File: config.mk
export PLATFORM = sky130hd
export DESIGN_NAME = alu_share_scheduler_flat
export DESIGN_NICKNAME = d
export VERILOG_FILES = /design/src/rtl/alu_share_scheduler_if.sv /design/src/rtl/alu_share_scheduler.sv /design/src/flat_wrapper.sv
export SDC_FILE = /design/constraint.sdc
export NUM_CORES = 1
export LEC_CHECK = 0
export ABC_AREA = 1
export CAP_MARGIN = 20
export CORE_AREA = 3 3 287 289
export CTS_BUF_LIST = sky130_fd_sc_hd__clkbuf_8
export DETAILED_ROUTE_END_ITERATION = 12
export DIE_AREA = 0 0 290 292
export DONT_BUFFER_PORTS = 1
export PLACE_DENSITY = 0.3
export SLEW_MARGIN = 10
export SYNTH_ARGS = -nofsm -noshare
export SYNTH_HDL_FRONTEND = slang
export SYNTH_SLANG_ARGS = --single-unit
export TNS_END_PERCENT = 30
File: constraint.sdc
create_clock -name CLK -period 9.7 [get_ports CLK]
set_input_delay 1.455 -clock CLK [delete_from_list [all_inputs] [get_ports CLK]]
set_output_delay 1.455 -clock CLK [all_outputs]
set_load 0.05 [all_outputs]
File: src/rtl/alu_share_scheduler_if.sv
// Bundle between the ALU share scheduler, its two requesters, the shared SIMD ALU
// and the result consumer. The master modport is the scheduler's view.
interface alu_share_scheduler_if;
  logic [1:0]        req_valid;
  logic [1:0]        req_ready;
  logic [1:0][3:0]   req_alumode;
  logic [1:0][8:0]   req_opmode;
  logic [1:0][1:0]   req_use_simd;
  logic [1:0][47:0]  req_w;
  logic [1:0][47:0]  req_x;
  logic [1:0][47:0]  req_y;
  logic [1:0][47:0]  req_z;
  logic [1:0]        req_cin;
  logic [1:0]        req_chain;

  logic [3:0]        ALUMODE;
  logic [8:0]        OPMODE;
  logic [1:0]        USE_SIMD;
  logic [47:0]       W;
  logic [47:0]       X;
  logic [47:0]       Y;
  logic [47:0]       Z;
  logic              CIN;
  logic [47:0]       S;
  logic              COUT;

  logic              rsp_valid;
  logic              rsp_ready;
  logic              rsp_id;
  logic [47:0]       rsp_s;
  logic              rsp_cout;

  modport master (
    input  req_valid, req_alumode, req_opmode, req_use_simd,
           req_w, req_x, req_y, req_z, req_cin, req_chain,
           S, COUT, rsp_ready,
    output req_ready, ALUMODE, OPMODE, USE_SIMD, W, X, Y, Z, CIN,
           rsp_valid, rsp_id, rsp_s, rsp_cout
  );

  modport slave (
    output req_valid, req_alumode, req_opmode, req_use_simd,
           req_w, req_x, req_y, req_z, req_cin, req_chain,
           S, COUT, rsp_ready,
    input  req_ready, ALUMODE, OPMODE, USE_SIMD, W, X, Y, Z, CIN,
           rsp_valid, rsp_id, rsp_s, rsp_cout
  );
endinterface

File: src/rtl/alu_share_scheduler.sv
// Two-requester round-robin scheduler for a shared SIMD ALU: issue stage drives the ALU,
// response stage captures S/COUT. Optional carry chaining via ALU_SCHED_CARRY_CHAIN_EN.
module alu_share_scheduler (
  input  logic                  CLK,
  input  logic                  RST,
  alu_share_scheduler_if.master bus
);
  localparam int unsigned NREQ = 2;

  logic            v1;
  logic            v2;
  logic            id1;
  logic            last_gnt;
  logic            advance_c;
  logic [NREQ-1:0] grant_c;
  logic            gid_c;
  logic            cin_sel_c;

  assign advance_c     = !(v2 && !bus.rsp_ready);
  assign bus.rsp_valid = v2;
  assign bus.req_ready = grant_c;
  assign gid_c         = grant_c[1];

  // Round-robin grant; last_gnt names the requester that lost priority.
  always_comb begin
    grant_c = '0;
    if (advance_c && !RST) begin
      case (bus.req_valid)
        2'b01:   grant_c = 2'b01;
        2'b10:   grant_c = 2'b10;
        2'b11:   grant_c = last_gnt ? 2'b01 : 2'b10;
        default: grant_c = 2'b00;
      endcase
    end
  end

`ifdef ALU_SCHED_CARRY_CHAIN_EN
  logic [NREQ-1:0] saved_cout;

  // A chained op takes the carry of its own previous op, forwarded if still in issue.
  always_comb begin
    cin_sel_c = bus.req_cin[gid_c];
    if (bus.req_chain[gid_c]) begin
      cin_sel_c = (v1 && (id1 == gid_c)) ? bus.COUT : saved_cout[gid_c];
    end
  end

  always_ff @(posedge CLK or posedge RST) begin
    if (RST) begin
      saved_cout <= '0;
    end else if (advance_c && v1) begin
      saved_cout[id1] <= bus.COUT;
    end
  end
`else
  logic unused_chain;

  assign unused_chain = ^bus.req_chain;

  always_comb begin
    cin_sel_c = bus.req_cin[gid_c];
  end
`endif

  // Issue and response stages advance together; backpressure freezes both.
  always_ff @(posedge CLK or posedge RST) begin
    if (RST) begin
      v1           <= 1'b0;
      v2           <= 1'b0;
      id1          <= 1'b0;
      last_gnt     <= 1'b1;
      bus.ALUMODE  <= '0;
      bus.OPMODE   <= '0;
      bus.USE_SIMD <= '0;
      bus.W        <= '0;
      bus.X        <= '0;
      bus.Y        <= '0;
      bus.Z        <= '0;
      bus.CIN      <= 1'b0;
      bus.rsp_s    <= '0;
      bus.rsp_cout <= 1'b0;
      bus.rsp_id   <= 1'b0;
    end else if (advance_c) begin
      if (|grant_c) begin
        bus.ALUMODE  <= bus.req_alumode[gid_c];
        bus.OPMODE   <= bus.req_opmode[gid_c];
        bus.USE_SIMD <= bus.req_use_simd[gid_c];
        bus.W        <= bus.req_w[gid_c];
        bus.X        <= bus.req_x[gid_c];
        bus.Y        <= bus.req_y[gid_c];
        bus.Z        <= bus.req_z[gid_c];
        bus.CIN      <= cin_sel_c;
        v1           <= 1'b1;
        id1          <= gid_c;
        last_gnt     <= gid_c;
      end else begin
        v1           <= 1'b0;
      end
      v2           <= v1;
      bus.rsp_s    <= bus.S;
      bus.rsp_cout <= bus.COUT;
      bus.rsp_id   <= id1;
    end
  end
endmodule

File: src/flat_wrapper.sv
// flat-port wrapper written by rule: the top's interface ports become plain ports
module alu_share_scheduler_flat 
  (CLK, RST, bus_req_valid, bus_req_alumode, bus_req_opmode, bus_req_use_simd, bus_req_w, bus_req_x, bus_req_y, bus_req_z, bus_req_cin, bus_req_chain, bus_S, bus_COUT, bus_rsp_ready, bus_req_ready, bus_ALUMODE, bus_OPMODE, bus_USE_SIMD, bus_W, bus_X, bus_Y, bus_Z, bus_CIN, bus_rsp_valid, bus_rsp_id, bus_rsp_s, bus_rsp_cout);
  alu_share_scheduler_if bus_i ();
  input  logic CLK;
  input  logic RST;
  input wire logic [$bits(bus_i.req_valid)-1:0] bus_req_valid;
  input wire logic [$bits(bus_i.req_alumode)-1:0] bus_req_alumode;
  input wire logic [$bits(bus_i.req_opmode)-1:0] bus_req_opmode;
  input wire logic [$bits(bus_i.req_use_simd)-1:0] bus_req_use_simd;
  input wire logic [$bits(bus_i.req_w)-1:0] bus_req_w;
  input wire logic [$bits(bus_i.req_x)-1:0] bus_req_x;
  input wire logic [$bits(bus_i.req_y)-1:0] bus_req_y;
  input wire logic [$bits(bus_i.req_z)-1:0] bus_req_z;
  input wire logic [$bits(bus_i.req_cin)-1:0] bus_req_cin;
  input wire logic [$bits(bus_i.req_chain)-1:0] bus_req_chain;
  input wire logic [$bits(bus_i.S)-1:0] bus_S;
  input wire logic [$bits(bus_i.COUT)-1:0] bus_COUT;
  input wire logic [$bits(bus_i.rsp_ready)-1:0] bus_rsp_ready;
  output wire logic [$bits(bus_i.req_ready)-1:0] bus_req_ready;
  output wire logic [$bits(bus_i.ALUMODE)-1:0] bus_ALUMODE;
  output wire logic [$bits(bus_i.OPMODE)-1:0] bus_OPMODE;
  output wire logic [$bits(bus_i.USE_SIMD)-1:0] bus_USE_SIMD;
  output wire logic [$bits(bus_i.W)-1:0] bus_W;
  output wire logic [$bits(bus_i.X)-1:0] bus_X;
  output wire logic [$bits(bus_i.Y)-1:0] bus_Y;
  output wire logic [$bits(bus_i.Z)-1:0] bus_Z;
  output wire logic [$bits(bus_i.CIN)-1:0] bus_CIN;
  output wire logic [$bits(bus_i.rsp_valid)-1:0] bus_rsp_valid;
  output wire logic [$bits(bus_i.rsp_id)-1:0] bus_rsp_id;
  output wire logic [$bits(bus_i.rsp_s)-1:0] bus_rsp_s;
  output wire logic [$bits(bus_i.rsp_cout)-1:0] bus_rsp_cout;
  assign bus_i.req_valid = bus_req_valid;
  assign bus_i.req_alumode = bus_req_alumode;
  assign bus_i.req_opmode = bus_req_opmode;
  assign bus_i.req_use_simd = bus_req_use_simd;
  assign bus_i.req_w = bus_req_w;
  assign bus_i.req_x = bus_req_x;
  assign bus_i.req_y = bus_req_y;
  assign bus_i.req_z = bus_req_z;
  assign bus_i.req_cin = bus_req_cin;
  assign bus_i.req_chain = bus_req_chain;
  assign bus_i.S = bus_S;
  assign bus_i.COUT = bus_COUT;
  assign bus_i.rsp_ready = bus_rsp_ready;
  assign bus_req_ready = bus_i.req_ready;
  assign bus_ALUMODE = bus_i.ALUMODE;
  assign bus_OPMODE = bus_i.OPMODE;
  assign bus_USE_SIMD = bus_i.USE_SIMD;
  assign bus_W = bus_i.W;
  assign bus_X = bus_i.X;
  assign bus_Y = bus_i.Y;
  assign bus_Z = bus_i.Z;
  assign bus_CIN = bus_i.CIN;
  assign bus_rsp_valid = bus_i.rsp_valid;
  assign bus_rsp_id = bus_i.rsp_id;
  assign bus_rsp_s = bus_i.rsp_s;
  assign bus_rsp_cout = bus_i.rsp_cout;
  alu_share_scheduler u_core (.CLK(CLK), .RST(RST), .bus(bus_i));
endmodule
==> results of run 1 <==
state kept, by name, summed over array words and instances, names as in the netlist:
signal                flops
u_core.bus.ALUMODE        4
u_core.bus.CIN            1
u_core.bus.OPMODE         9
u_core.bus.USE_SIMD       2
u_core.bus.W             48
u_core.bus.X             48
u_core.bus.Y             48
u_core.bus.Z             48
u_core.bus.rsp_cout       1
u_core.bus.rsp_id         1
u_core.bus.rsp_s         48
u_core.bus.rsp_valid      1
u_core.id1                1
u_core.last_gnt           1
u_core.v1                 1
cell usage after synthesis, drive strengths merged:
cell,instances,area share
dfrtp,261,0.47
o21ai,2,0.00072
mux2,50,0.041
nand3,416,0.15
buf,89,0.032
o21bai,208,0.11
nand2,424,0.12
a21oi,2,0.00099
dfstp,1,0.0019
clkbuf,54,0.015
inv,217,0.059
a211oi,1,0.00054
cell usage in the layout (no fill, tap or decap), types with 2 or more instances in the layout:
cell,n
nand2_1,421
nand3_1,416
dfrtp_1,261
inv_1,232
o21bai_1,208
clkbuf_8,66
mux2_2,50
diode_2,17
buf_4,14
nand2_4,3
clkinvlp_4,3
clkinv_2,3
buf_12,3
a21oi_4,2
inv_6,2
o21ai_0,2
critical path, cell delays in order:
cell	delay [ns]
inv_2	0.04
nand2_4	0.54
nand2_4	0.47
a211oi_2	0.92
final cells by class:
class,instances,area (um^2)
Antenna cell,17,42.54
Clock buffer,66,908.4
Clock inverter,25,131.4
Fill cell,9075,64320
Inverter,217,828.3
Multi-Input combinational cell,1103,5876
Sequential cell,262,6558
Tap cell,1060,1326
Timing Repair Buffer,17,165.2
per-layer routing:
metal / share of wire / global-route usage / vias up
li1: - / - / 5435
met1: 0.38 / 0.1508 / 5684
met2: 0.51 / 0.2291 / 508
met3: 0.080 / 0.04472 / 109
met4: 0.032 / 0.05286 / 4
met5: 0.00039 / 0 / -
logic make-up (layout without fill, tap and decap cells):
kind of cell / after synthesis / count (layout) / synth area share
DFF: 262 / 262 / 0.4731
and+or+nand+nor: 840 / 840 / 0.2655
AOI/OAI and AO/OA: 213 / 213 / 0.1149
other: 0 / 17 / 0
buffers and inverters: 360 / 325 / 0.1059
muxes: 50 / 50 / 0.04062
worst max-delay path by stage:
stage,start,to,cells past startpoint
final,bus_rsp_ready,bus_req_ready[0],4
after global routing,u_core.bus.rsp_valid,bus_req_ready[0],3
after CTS,u_core.bus.rsp_valid,bus_req_ready[0],3
after detailed placement,bus_rsp_ready,bus_req_ready[0],4
after global placement,bus_rsp_ready,bus_req_ready[0],4
after floorplan,RST,bus_req_ready[0],5
metrics by stage:
stage / setup slack (ns) / utilization
after floorplan: 1.724 / -
after global placement: 4.741 / 0.1841
after detailed placement: 4.723 / 0.1841
after CTS: 4.691 / 0.1970
after global routing: 4.600 / 0.1974
final: 4.786 / 0.1976
where the power goes:
part           total, mW  leakage, nW  internal (mW)  switching (mW)
Clock               1.16        0.602          0.631           0.526
Combinational      0.551         3.91          0.185           0.366
Sequential          2.25         3.18           1.29           0.960
Total               3.96         7.69           2.10            1.85
==> flow_results.org, run 1 <==
** Worst setup path
- The worst setup path is launched from a primary input.
- Worst R2R Path Depth :: 7
- The critical path is of the in2out type.
- Flop2flop setup slack :: roughly 5.6 ns
- In this run the worst path has a maximum fanout of 53.
- STA classifies the critical path endpoint as a primary output.
- Data arrives at the worst endpoint at ~3.5 ns.
- In this run the critical register-to-register path is captured at u_core.bus.Y[39].
- Data on the critical path is required at its endpoint by around 8.3 ns.
- Critical register-to-register path startpoint :: u_core.bus.rsp_valid

** Drt
- Before antenna repair, the detailed router went through 5 iterations.
- In the routed design, unresolved DRC markers number 0.
- Routed WL :: roughly 59000 um
- Detail-routed net length per standard cell :: around 21 um
- Overall via count from detail_route :: approximately 12k
- The detailed router finished its first iteration with between 500 and 600 violations.
- Via density per instance :: ~4.2
- Post-route ant nets :: 0

** Yosys
- For this run, the register share of the synthesized area comes to 0.4731.
- Dividing the synthesized area by the synthesized cell count gives around 8 um^2.
- Yosys printed 0 warnings.
- The synthesized design contains around 260 register bits.
- Gate count after technology mapping :: roughly 1.7k
- In this run, distinct cell masters in the synthesized netlist total 17.
- Total nets after synthesis :: between 2k and 2.5k
- Post-Synthesis Cell Area :: roughly 14000 um^2

** Clock network
- The number of gates resized after CTS was 0.
- Number of clock buffers inserted by TritonCTS :: between 50 and 60
- Bufs on Longest Clock Path :: 3
- Clock root buffer :: clkbuf_8
- Number of clock sinks seen by CTS :: 262
- TritonCTS built the clock tree.
- Cts-stage hold buffer count :: 0
- Clock-pin slew was measured on the worst setup and hold paths at approximately 0.050 ns.
- The H-tree was split into 2 levels.
- Post-CTS setup buffer count :: 0
- Clock network latency to the later pin of the worst-skew pair :: between 0.6 and 0.7 ns

** Pwr
- Highest ir drop seen on vdd :: between 90 and 100 uV
- Power after layout :: 3.956 mW
- Leakage power figure :: ~7.7 nW
- For this design the ratio of total power to cell area is approximately 250 nW/um^2.

** GRT
- First-pass GRT wire length :: 86480 um
- Number of antenna violations at the first check in global routing :: 19
- Entering global routing, the biggest net connects roughly 150 pins.
- GRT Util Overall :: 0.1327
- The number of global-route vias before repair is 12.25k.
- After global routing the overflow that remains totals 0.

** Floorplan
- Horizontal extent of the die :: 290 um
- DIE HEIGHT :: 292 um
- Full die area :: around 85000 um^2
- During I/O placement, the number of pins put on the boundary was roughly 730.
- Total core area :: between 80000 and 90000 um^2
- The initial utilization of the core area, before any placement, comes to 0.1729.
- After floorplanning, the core was divided into around 100 placement rows.

** STA
- In the finished design, the share of the clock period the worst path needs comes to 0.5066.
- Headroom to the max-slew limit came out at 0.2979.
- In the final timing run, aggregate negative setup slack is 0 ns.
- Achievable clock frequency :: ~200 MHz
- Setup repair after global routing left no endpoint under its margin.
- Hold Vio Cnt, Final :: 0
- Worst hold margin :: ~0.45 ns
- Final setup skew :: between 0.02 and 0.025 ns
- At the pin with the least slew margin, the transition time is 1.053 ns.
- Min Clock Period, post-route :: approximately 4.9 ns
- The final number of max-transition violations is 0.
- Setup violators final :: 0

** Placed design
- The congestion estimate from routability-driven global placement came to around 0.80.
- Placed insts :: between 2k and 3k
- Count of port buffers added during placement :: 0
- In this run the cell area measured after placement is roughly 15000 um^2.
- Half-perimeter wire length after placement :: 40060 um

** Min path
- Worst hold path endpoint :: u_core.bus.rsp_valid
- The tightest min-delay check is of the reg2reg type.
- Instance count along the most critical hold path :: 2
- The worst hold path begins at u_core.v1.

** Status
- The run finished with clean final reports.

** Layout
- Area growth from synthesis to layout :: 14.23%
- For this run, the number of standard cells in the final layout without fillers is about 2.8k.
- Final std cell area, no fill :: ~16000 um^2
- For this run, the post-layout net count is ~2.1k.
- Fraction of final layout cells with drive strength greater than 1 :: 0.08876

** Run
- Number of maximum-capacitance violations :: 0
Note: power is estimated with default switching activity, not from simulation.
==> run 2, diff against run 1 <==
clock period = 4.3 ns   (was 9.7 ns; I/O delays follow)
==> flow_results.org, run 2 (synthesized netlist as in run 1, its figures left out) <==
** Status
- Result of the run :: completed

** STA
- Total negative slack for setup checks :: 0 ns
- Based on the critical path, the design can be clocked at up to roughly 310 MHz.
- Worst-margin pin slew :: approximately 1 ns
- Dividing the final minimum period by the clock period gives 0.7473.
- The smallest clock period supported by the final layout is computed as 3.213 ns.
- Final slew viol count :: 0
- Setup repair after global routing left no endpoint under its margin.
- Final setup skew :: 0.01844 ns
- Setup slack closes at 1.087 ns.
- On the final layout, the worst hold slack is about 0.13 ns.
- Rel. slew slack :: 0.3362
- The count of endpoints failing hold in the final timing report is 0.
- Setup violators final :: 0

** Worst setup path
- In this design, the largest share of critical-path delay is due to buffers and inverters.
- STA classifies the critical path startpoint as a flip-flop.
- On the worst path, the slowest cell contributes a delay of 0.65 ns.
- At the worst endpoint, the arrival time is about 2.6 ns.
- CP bufs+invs :: 2
- Sequence of cells on the critical path :: a21oi_4, buf_4, nand2_1, inv_1
- Critical path fanouts, max :: 31
- The worst setup path is captured at a primary output.
- Required time at the endpoint of the critical path :: ~3.7 ns
- By startpoint and endpoint, the worst setup path is classified as reg2out.
- Cell with the largest stage delay on the worst path :: dfrtp_1

** Placed design
- At the placement stage, the worst setup path has a slack of between 1.5 and 2 ns.
- Placed insts :: approximately 2.7k
- Half-perimeter wire length after placement :: 41580 um
- During placement, the flow inserted port buffers numbering 0.
- Global placement routability congestion :: roughly 0.8
- Placement-stage cell area :: around 15000 um^2

** Clock network
- Bufs on Longest Clock Path :: 3
- Clock tree from TritonCTS :: yes
- Clock network latency to the later pin of the worst-skew pair :: roughly 0.63 ns
- Number of cells upsized or downsized after cts :: 0
- Clock transition at path regs :: 0.06 ns
- H-tree depth :: 2
- Clock tree synthesis found a total of 262 sinks.
- The number of clock buffers added by TritonCTS is 53.
- Post-CTS setup buffer count :: 0
- Clock root buffer :: clkbuf_8
- Hold repair after CTS inserted 0 buffers.

** Drt
- For this run, design rule violations remaining after detail routing come to 0.
- Via density per instance :: around 4.2
- After the first detailed-routing iteration, the DRC count stood at between 600 and 700.
- After detailed routing, the average wire length per cell comes to 21.54 um.
- Detailed routing inserted a total of between 10k and 15k vias.
- The final layout contains routed wiring with a total length of around 60000 um.
- For this run, the detailed router's first-pass iteration total came to 5.
- The detail route stage leaves a number of antenna-violating nets equal to 0.

** Layout
- Highest-count cells in the layout ignoring fill and taps :: 421 x nand2_1, 416 x nand3_1, 261 x dfrtp_1, 232 x inv_1, 208 x o21bai_1
- For this run, the post-layout net count is roughly 2.1k.
- Final std cells w/o fill :: around 2.8k
- Share of the core filled with cells :: 0.2006
- Summing all non-filler instances in the final layout gives an area of roughly 16000 um^2.
- The area growth from synthesis to layout is 15.98%.
- The library cell used most frequently in the layout, excluding fill and tap cells, is nand2_1.
- Fraction of final layout cells with drive strength greater than 1 :: 0.09518

** Floorplan
- The die is approximately 290 um tall.
- Full die area :: ~85000 um^2
- Horizontal extent of the die :: slightly below 300 um
- Io pins :: about 730
- FP Rows :: approximately 100
- For this configuration, the core starts out at a cell density of 0.1729.
- In this run the standard cell core region covers around 80000 um^2.

** Pwr
- Highest ir drop seen on vdd :: between 150 and 200 uV
- Summing internal, switching and leakage power gives a little over 9 mW.
- Power density over the cells :: between 500 and 600 nW/um^2
- Leakage power figure :: 7.813 nW

** GRT
- The number of global-route vias before repair was about 12k.
- Largest net degree at the start of global routing :: 149
- GRT Util Overall :: 0.1346
- The initial antenna violation count came to 12.
- First-pass GRT wire length :: 87230 um
- Gr ovfl total :: 0

** Min path
- Min-delay worst type :: in2async

** Run
- Number of maximum-capacitance violations :: 0
## run 2: cell types whose count changed in the layout (fill, tap and decap cells not counted), moves of 2 or more
cell,delta
buf_12,+6
diode_2,-6
clkbuf_8,+4
clkinvlp_4,-2
bufinv_16,+2
## run 2: final cells by class
| class | instances | area (um^2) |
|---|---|---|
| fill | 9102 | 64080 |
| sequential | 262 | 6558 |
| multi-input combinational | 1103 | 5883 |
| tap | 1060 | 1326 |
| clock buffer | 70 | 963.4 |
| inverter | 217 | 828.3 |
| timing repair buffer | 22 | 277.8 |
| clock inverter | 28 | 212.7 |
| antenna | 11 | 27.53 |
## run 2: where the power goes
group          switching, mW  internal [mW]
clock                   1.24           1.64
sequential              2.17           2.91
combinational          0.827          0.435
total                   4.23           4.98
## run 2: final timing paths
check                                          start              endpoint  slack (ns)  cells past startpoint
worst max-delay path            u_core.bus.rsp_valid      bus_req_ready[1]        1.09                      4
worst min-delay path                             RST     u_core.bus.rsp_id        0.13                      2
worst max register to register  u_core.bus.rsp_valid       u_core.bus.Z[4]        1.76                      6
worst min register to register             u_core.v1  u_core.bus.rsp_valid        0.44                      2
max in group asynchronous                        RST      u_core.bus.Z[29]        2.65                      3
min in group CLK                           bus_S[19]  u_core.bus.rsp_s[19]        0.16                      1
## run 2: worst register-to-register path, stage by stage (launching register included)
cell	delay, ns
dfrtp_1	0.65
a21oi_4	0.34
buf_4	0.41
buf_4	0.61
nand3_1	0.19
nand3_1	0.17
nand2_1	0.07
## run 2: routing by layer
| metal | global-route usage | wire length, um | vias to the layer above |
|---|---|---|---|
| li1 | - | - | 5455 |
| met1 | 0.1542 | 22780 | 5667 |
| met2 | 0.2385 | 30890 | 485 |
| met3 | 0.04016 | 4454 | 85 |
| met4 | 0.04561 | 1615 | 0 |
| met5 | 0 | 0 | - |
